--- src/rtl/quo_bcd_pkg.sv ---
// quo_bcd_pkg: shared types and constants for the quotient-to-BCD converter.
// Holds the converter state encoding, the BCD digit width and the helper that
// sizes the iteration counter from the binary input width.
package quo_bcd_pkg;

  typedef enum logic [1:0] {
    IDLE  = 2'd0,
    SHIFT = 2'd1,
    DONE  = 2'd2
  } state_t;

  localparam int BCD_W = 4;

  // Counter must hold the value BWI itself, hence clog2(BWI+1).
  function automatic int cnt_width(input int bwi);
    return $clog2(bwi + 1);
  endfunction

endpackage

--- src/rtl/bcd_adj3.sv ---
// bcd_adj3: single-digit add-3 correction used by the double-dabble loop.
// A digit of 5 or more gets 3 added so that the following left shift
// carries correctly into the next decimal digit. No carry leaves the digit.
module bcd_adj3
  import quo_bcd_pkg::*;
(
  input  logic [BCD_W-1:0] digit_in,
  output logic [BCD_W-1:0] digit_out
);

  // Conditional +3 on a digit that would exceed 9 after doubling
  always_comb begin
    digit_out = digit_in;
    if (digit_in >= BCD_W'(5)) begin
      digit_out = digit_in + BCD_W'(3);
    end
  end

endmodule

--- src/rtl/quo_bcd_conv.sv ---
// quo_bcd_conv: sequential binary-to-BCD converter behind the unsigned divider.
// Accepts one quotient word on a valid/ready handshake, converts it one bit
// per clock with shift-and-add-3, and holds the packed BCD result until the
// consumer takes it.
// Optional feature macro: QUO_BCD_CONV_OVF_EN adds the o_ovf port and
// saturates the result to all nines when the value does not fit in NDIG digits.
// Without it, the result is the value modulo 10^NDIG.
module quo_bcd_conv
  import quo_bcd_pkg::*;
#(
  parameter int BWI  = 8,
  parameter int NDIG = 3
) (
  input  logic                  clk,
  input  logic                  rst,
  input  logic                  i_valid,
  output logic                  i_ready,
  input  logic [BWI-1:0]        i1,
  output logic                  o_valid,
  input  logic                  o_ready,
  output logic [BCD_W*NDIG-1:0] o1,
`ifdef QUO_BCD_CONV_OVF_EN
  output logic                  busy,
  output logic                  o_ovf
`else
  output logic                  busy
`endif
);

  localparam int CW = cnt_width(BWI);
  localparam int DW = BCD_W * NDIG;

  state_t          state;
  state_t          state_nxt;
  logic [DW-1:0]   bcd_r;
  logic [DW-1:0]   bcd_adj;
  logic [DW-1:0]   bcd_shift;
  logic [BWI-1:0]  bin_r;
  logic [BWI-1:0]  bin_shift;
  logic [CW-1:0]   cnt;
  logic            carry_out;

`ifdef QUO_BCD_CONV_OVF_EN
  logic            ovf_r;
`else
  logic            carry_unused;
  assign carry_unused = carry_out;
`endif

  // One add-3 corrector per BCD digit, applied before every shift
  for (genvar g = 0; g < NDIG; g++) begin : g_adj
    bcd_adj3 u_adj (
      .digit_in  (bcd_r[g*BCD_W +: BCD_W]),
      .digit_out (bcd_adj[g*BCD_W +: BCD_W])
    );
  end

  // Shift the corrected digits and the remaining binary bits left by one
  always_comb begin
    carry_out = 1'b0;
    bcd_shift = '0;
    bin_shift = '0;
    {carry_out, bcd_shift, bin_shift} = {bcd_adj, bin_r, 1'b0};
  end

  // State register
  always_ff @(posedge clk or posedge rst) begin
    if (rst) begin
      state <= IDLE;
    end else begin
      state <= state_nxt;
    end
  end

  // Next-state decode; the last iteration is the one that sees cnt == 1
  always_comb begin
    state_nxt = state;
    case (state)
      IDLE:    if (i_valid)         state_nxt = SHIFT;
      SHIFT:   if (cnt == CW'(1))   state_nxt = DONE;
      DONE:    if (o_ready)         state_nxt = IDLE;
      default:                      state_nxt = IDLE;
    endcase
  end

  // Datapath: load on accept, one double-dabble iteration per SHIFT cycle
  always_ff @(posedge clk or posedge rst) begin
    if (rst) begin
      bcd_r <= '0;
      bin_r <= '0;
      cnt   <= '0;
`ifdef QUO_BCD_CONV_OVF_EN
      ovf_r <= 1'b0;
`endif
    end else begin
      if (state == IDLE && i_valid) begin
        bcd_r <= '0;
        bin_r <= i1;
        cnt   <= CW'(BWI);
`ifdef QUO_BCD_CONV_OVF_EN
        ovf_r <= 1'b0;
`endif
      end else if (state == SHIFT) begin
        bcd_r <= bcd_shift;
        bin_r <= bin_shift;
        cnt   <= cnt - CW'(1);
`ifdef QUO_BCD_CONV_OVF_EN
        ovf_r <= ovf_r | carry_out;
`endif
      end
    end
  end

  // Handshake flags are pure state decodes
  always_comb begin
    i_ready = (state == IDLE);
    o_valid = (state == DONE);
    busy    = (state == SHIFT);
  end

  // Result drive; an overflowed result saturates to all nines once done
`ifdef QUO_BCD_CONV_OVF_EN
  always_comb begin
    o1    = bcd_r;
    o_ovf = ovf_r;
    if (state == DONE && ovf_r) begin
      o1 = {NDIG{4'h9}};
    end
  end
`else
  always_comb begin
    o1 = bcd_r;
  end
`endif

endmodule

--- config.mk ---
export PLATFORM = sky130hd
export DESIGN_NAME = quo_bcd_conv
export DESIGN_NICKNAME = d
export VERILOG_FILES = /design/src/rtl/quo_bcd_pkg.sv /design/src/rtl/bcd_adj3.sv /design/src/rtl/quo_bcd_conv.sv
export SDC_FILE = /design/constraint.sdc
export NUM_CORES = 1
export LEC_CHECK = 0
export ABC_CLOCK_PERIOD_IN_PS = 1600
export CORE_UTILIZATION = 51
export CTS_BUF_LIST = sky130_fd_sc_hd__clkbuf_8
export DETAILED_ROUTE_END_ITERATION = 8
export PLACE_DENSITY_LB_ADDON = 0.12
export SLEW_MARGIN = 20
export SYNTH_ARGS = -nofsm -noshare
export SYNTH_HDL_FRONTEND = slang
export SYNTH_HIERARCHICAL = 1
export SYNTH_SLANG_ARGS = --single-unit
--- constraint.sdc ---
create_clock -name clk -period 1.6 [get_ports clk]
set_input_delay 0.32 -clock clk [delete_from_list [all_inputs] [get_ports clk]]
set_output_delay 0.32 -clock clk [all_outputs]
set_load 0.005 [all_outputs]
==> results.yml <==
power_and_ir_drop:
  p_int_uw: 2080
  p_sw_uw: 1390
  power.density_mw_per_mm2: 1920
  swShare: 0.400
  combPwrFrac: 0.517
  seqPwrFrac: 0.360
  p_total_uw: 3470
  peakVddDrop_uv: 1690
  p_leak_uw: 0.000842
  p_clk_frac: 0.123
routing:
  via_per_inst: 5.25
  wirelength_um: 2730
  wl_per_cell_um: 12.2
  first_pass_iters: 4
  via_count: 1177
  ant_nets: 0
  drt-initial-drc-count: 11
  drc: 0
timing:
  post-route-period-util: 0.974
  min_period_ns: 1.56
  maxSlewHeadroom: 0.644
  final.setup_skew_ns: 0.00359
  fin_tns_setup_ns: 0
  finalSetupViolations: 0
  clock.fmax_mhz: 642
  rsz0062_at_grt: "false"
  tightest_slew_ns: 0.533
  slew_violations: 0
  hold_viol: 0
worst_setup_path:
  critPathRequiredTime_ns: 1.28
  cpLargestDelayFamily: "buffers and inverters"
  max_stage_delay_ns: 0.53
  cp_slowest_cell: "clkdlybuf4s50_1"
  crit_path_cell_trace: "clkdlybuf4s50_1"
  crit_buf_inv: 1
  cp_num_cells: 1
  arrival_ns: 1.24
  cp-start-kind: "flop"
  crit_path_max_fanout: 5
  criticalPathCategory: "flop to primary output"
  rr_worst_depth: 7
  end_kind: "primary output"
grt:
  grt_usage: 0.212
  grt_antenna_before_repair: 0
  grt-ovfl-total: 0
  grt_pass1_wl_um: 4480
  grt_pass1_vias: 1072
  grt_start_max_net_pins: 27
die:
  placementRows: 18
  initial_core_util: 0.559
  dieArea_mm2: 0.00300
  ios: 27
  core-area_mm2: 0.00254
  fp.dieW_um: 54.8
  die_y_um: 54.8
clocking:
  cts_buffers: 3
  h-tree-depth: 1
  clock_path_buffers: 2
  cts.sinks: 26
  cts_tree: "yes"
  ctsHoldBuffers: 0
  clk_latency_ns: 0.27
  clk_pin_slew_worst_paths_ns: 0.09
  ctsRootBufferMaster: "clkbuf_8"
job:
  maxCapViolations: 0
place:
  place_congestion: 0.689
  place_area_mm2: 0.00171
  dp_hpwl_um: 1880
  io_buffers: 26
logic_synthesis:
  ys_warn_count: 6
  syn_area_mm2: 0.00142
  syn_inst: 162
  avgSynthCellArea_um2: 8.77
  syn_nets: 182
final_layout:
  finalCoreUtilization: 0.712
  diodes: 0
  fillCellCount: 199
  multiInputGateArea_um2: 689
  fin_area_mm2: 0.00181
  syn2layout_area_growth_pct: 27.6
  ff_latch_area_um2: 661
  drive_gt1_frac: 0.144
  fin_nets: 215
outcome:
  status: "complete, no violations"
hold_path:
  min_path_type: "input pin to asynchronous set/reset pin"
==> cell type report <==
cell class,instances,area share
inverters,11,0.0228
clock buffers,4,0.0304
multi-input cells,119,0.380
flip-flops and latches,26,0.364
repair buffers,34,0.182
well taps,30,0.0207
==> state kept, by name, indices dropped and copies added, names as in the netlist <==
| register | cells |
|---|---|
| o1 | 12 |
| cnt | 4 |
| state | 2 |
| bin_r | 8 |
==> layer usage <==
metal  vias to the layer above  GRT usage  wire length [um]
li1                        588          -                 -
met1                       562      0.256              1290
met4                         0     0.0769                43
met2                        20      0.367              1310
met3                         7     0.0417                86
met5                         -          0                 0
==> layout by cell type (no fill, tap or decap), types with 2 or more instances in the layout <==
cell              n
nand2_1          54
clkdlybuf4s50_1  23
dfrtp_1          18
o21ai_0          16
inv_1            10
ha_1              8
dfrtp_2           8
a22oi_1           7
nor2_1            7
buf_4             7
nand2b_1          5
mux2i_1           4
clkbuf_8          4
a21oi_2           3
xnor2_1           3
dlygate4sd2_1     3
o21ai_1           2
==> worst paths after layout <==
check	startpoint	end	slack, ns
max	o1[8]$_DFFE_PP0P_	o1[8]	0.04
min	rst	o1[5]$_DFFE_PP0P_	0.40
max reg2reg	o1[1]$_DFFE_PP0P_	o1[2]$_DFFE_PP0P_	0.14
min reg2reg	bin_r[5]$_DFFE_PP0P_	bin_r[5]$_DFFE_PP0P_	0.49
max in group asynchronous	rst	state[0]$_DFFE_PP0P_	0.93
min in group clk	bin_r[5]$_DFFE_PP0P_	bin_r[5]$_DFFE_PP0P_	0.49
==> worst register-to-register path: stages, from the launching register on <==
cell and delay, ns:
dfrtp_1 0.39, inv_1 0.09, ha_1 0.19, nand2b_1 0.17
a21oi_2 0.20, mux2i_1 0.20, nand2_1 0.06, o21ai_0 0.07
==> power by group through the flow <==
stage | Sequential [uW] | Combinational [uW] | Clock, uW
2_1_floorplan | 1210 | 1210 | 0
3_3_place_gp | 1240 | 1680 | 0
3_5_place_dp | 1260 | 1750 | 0
4_1_cts | 1240 | 1820 | 432
5_1_grt | 1290 | 2070 | 455
6_report | 1250 | 1800 | 426
==> metrics by stage <==
step	setup slack (ns)	cells	hold slack, ns
6_report	0.0412	224	0.398
5_1_grt	0.000228	224	0.454
4_1_cts	0.00939	224	0.408
3_5_place_dp	0.0841	216	0.469
3_3_place_gp	0.108	216	0.459
2_1_floorplan	0.267	162	0.360
==> repair_timing <==
item / CTS / global route
buffers inserted: 4 / 0
endpoints found under the setup margin: 3 / 6
resized for setup: 7 / 6
Power figures use the tool's default switching activity.
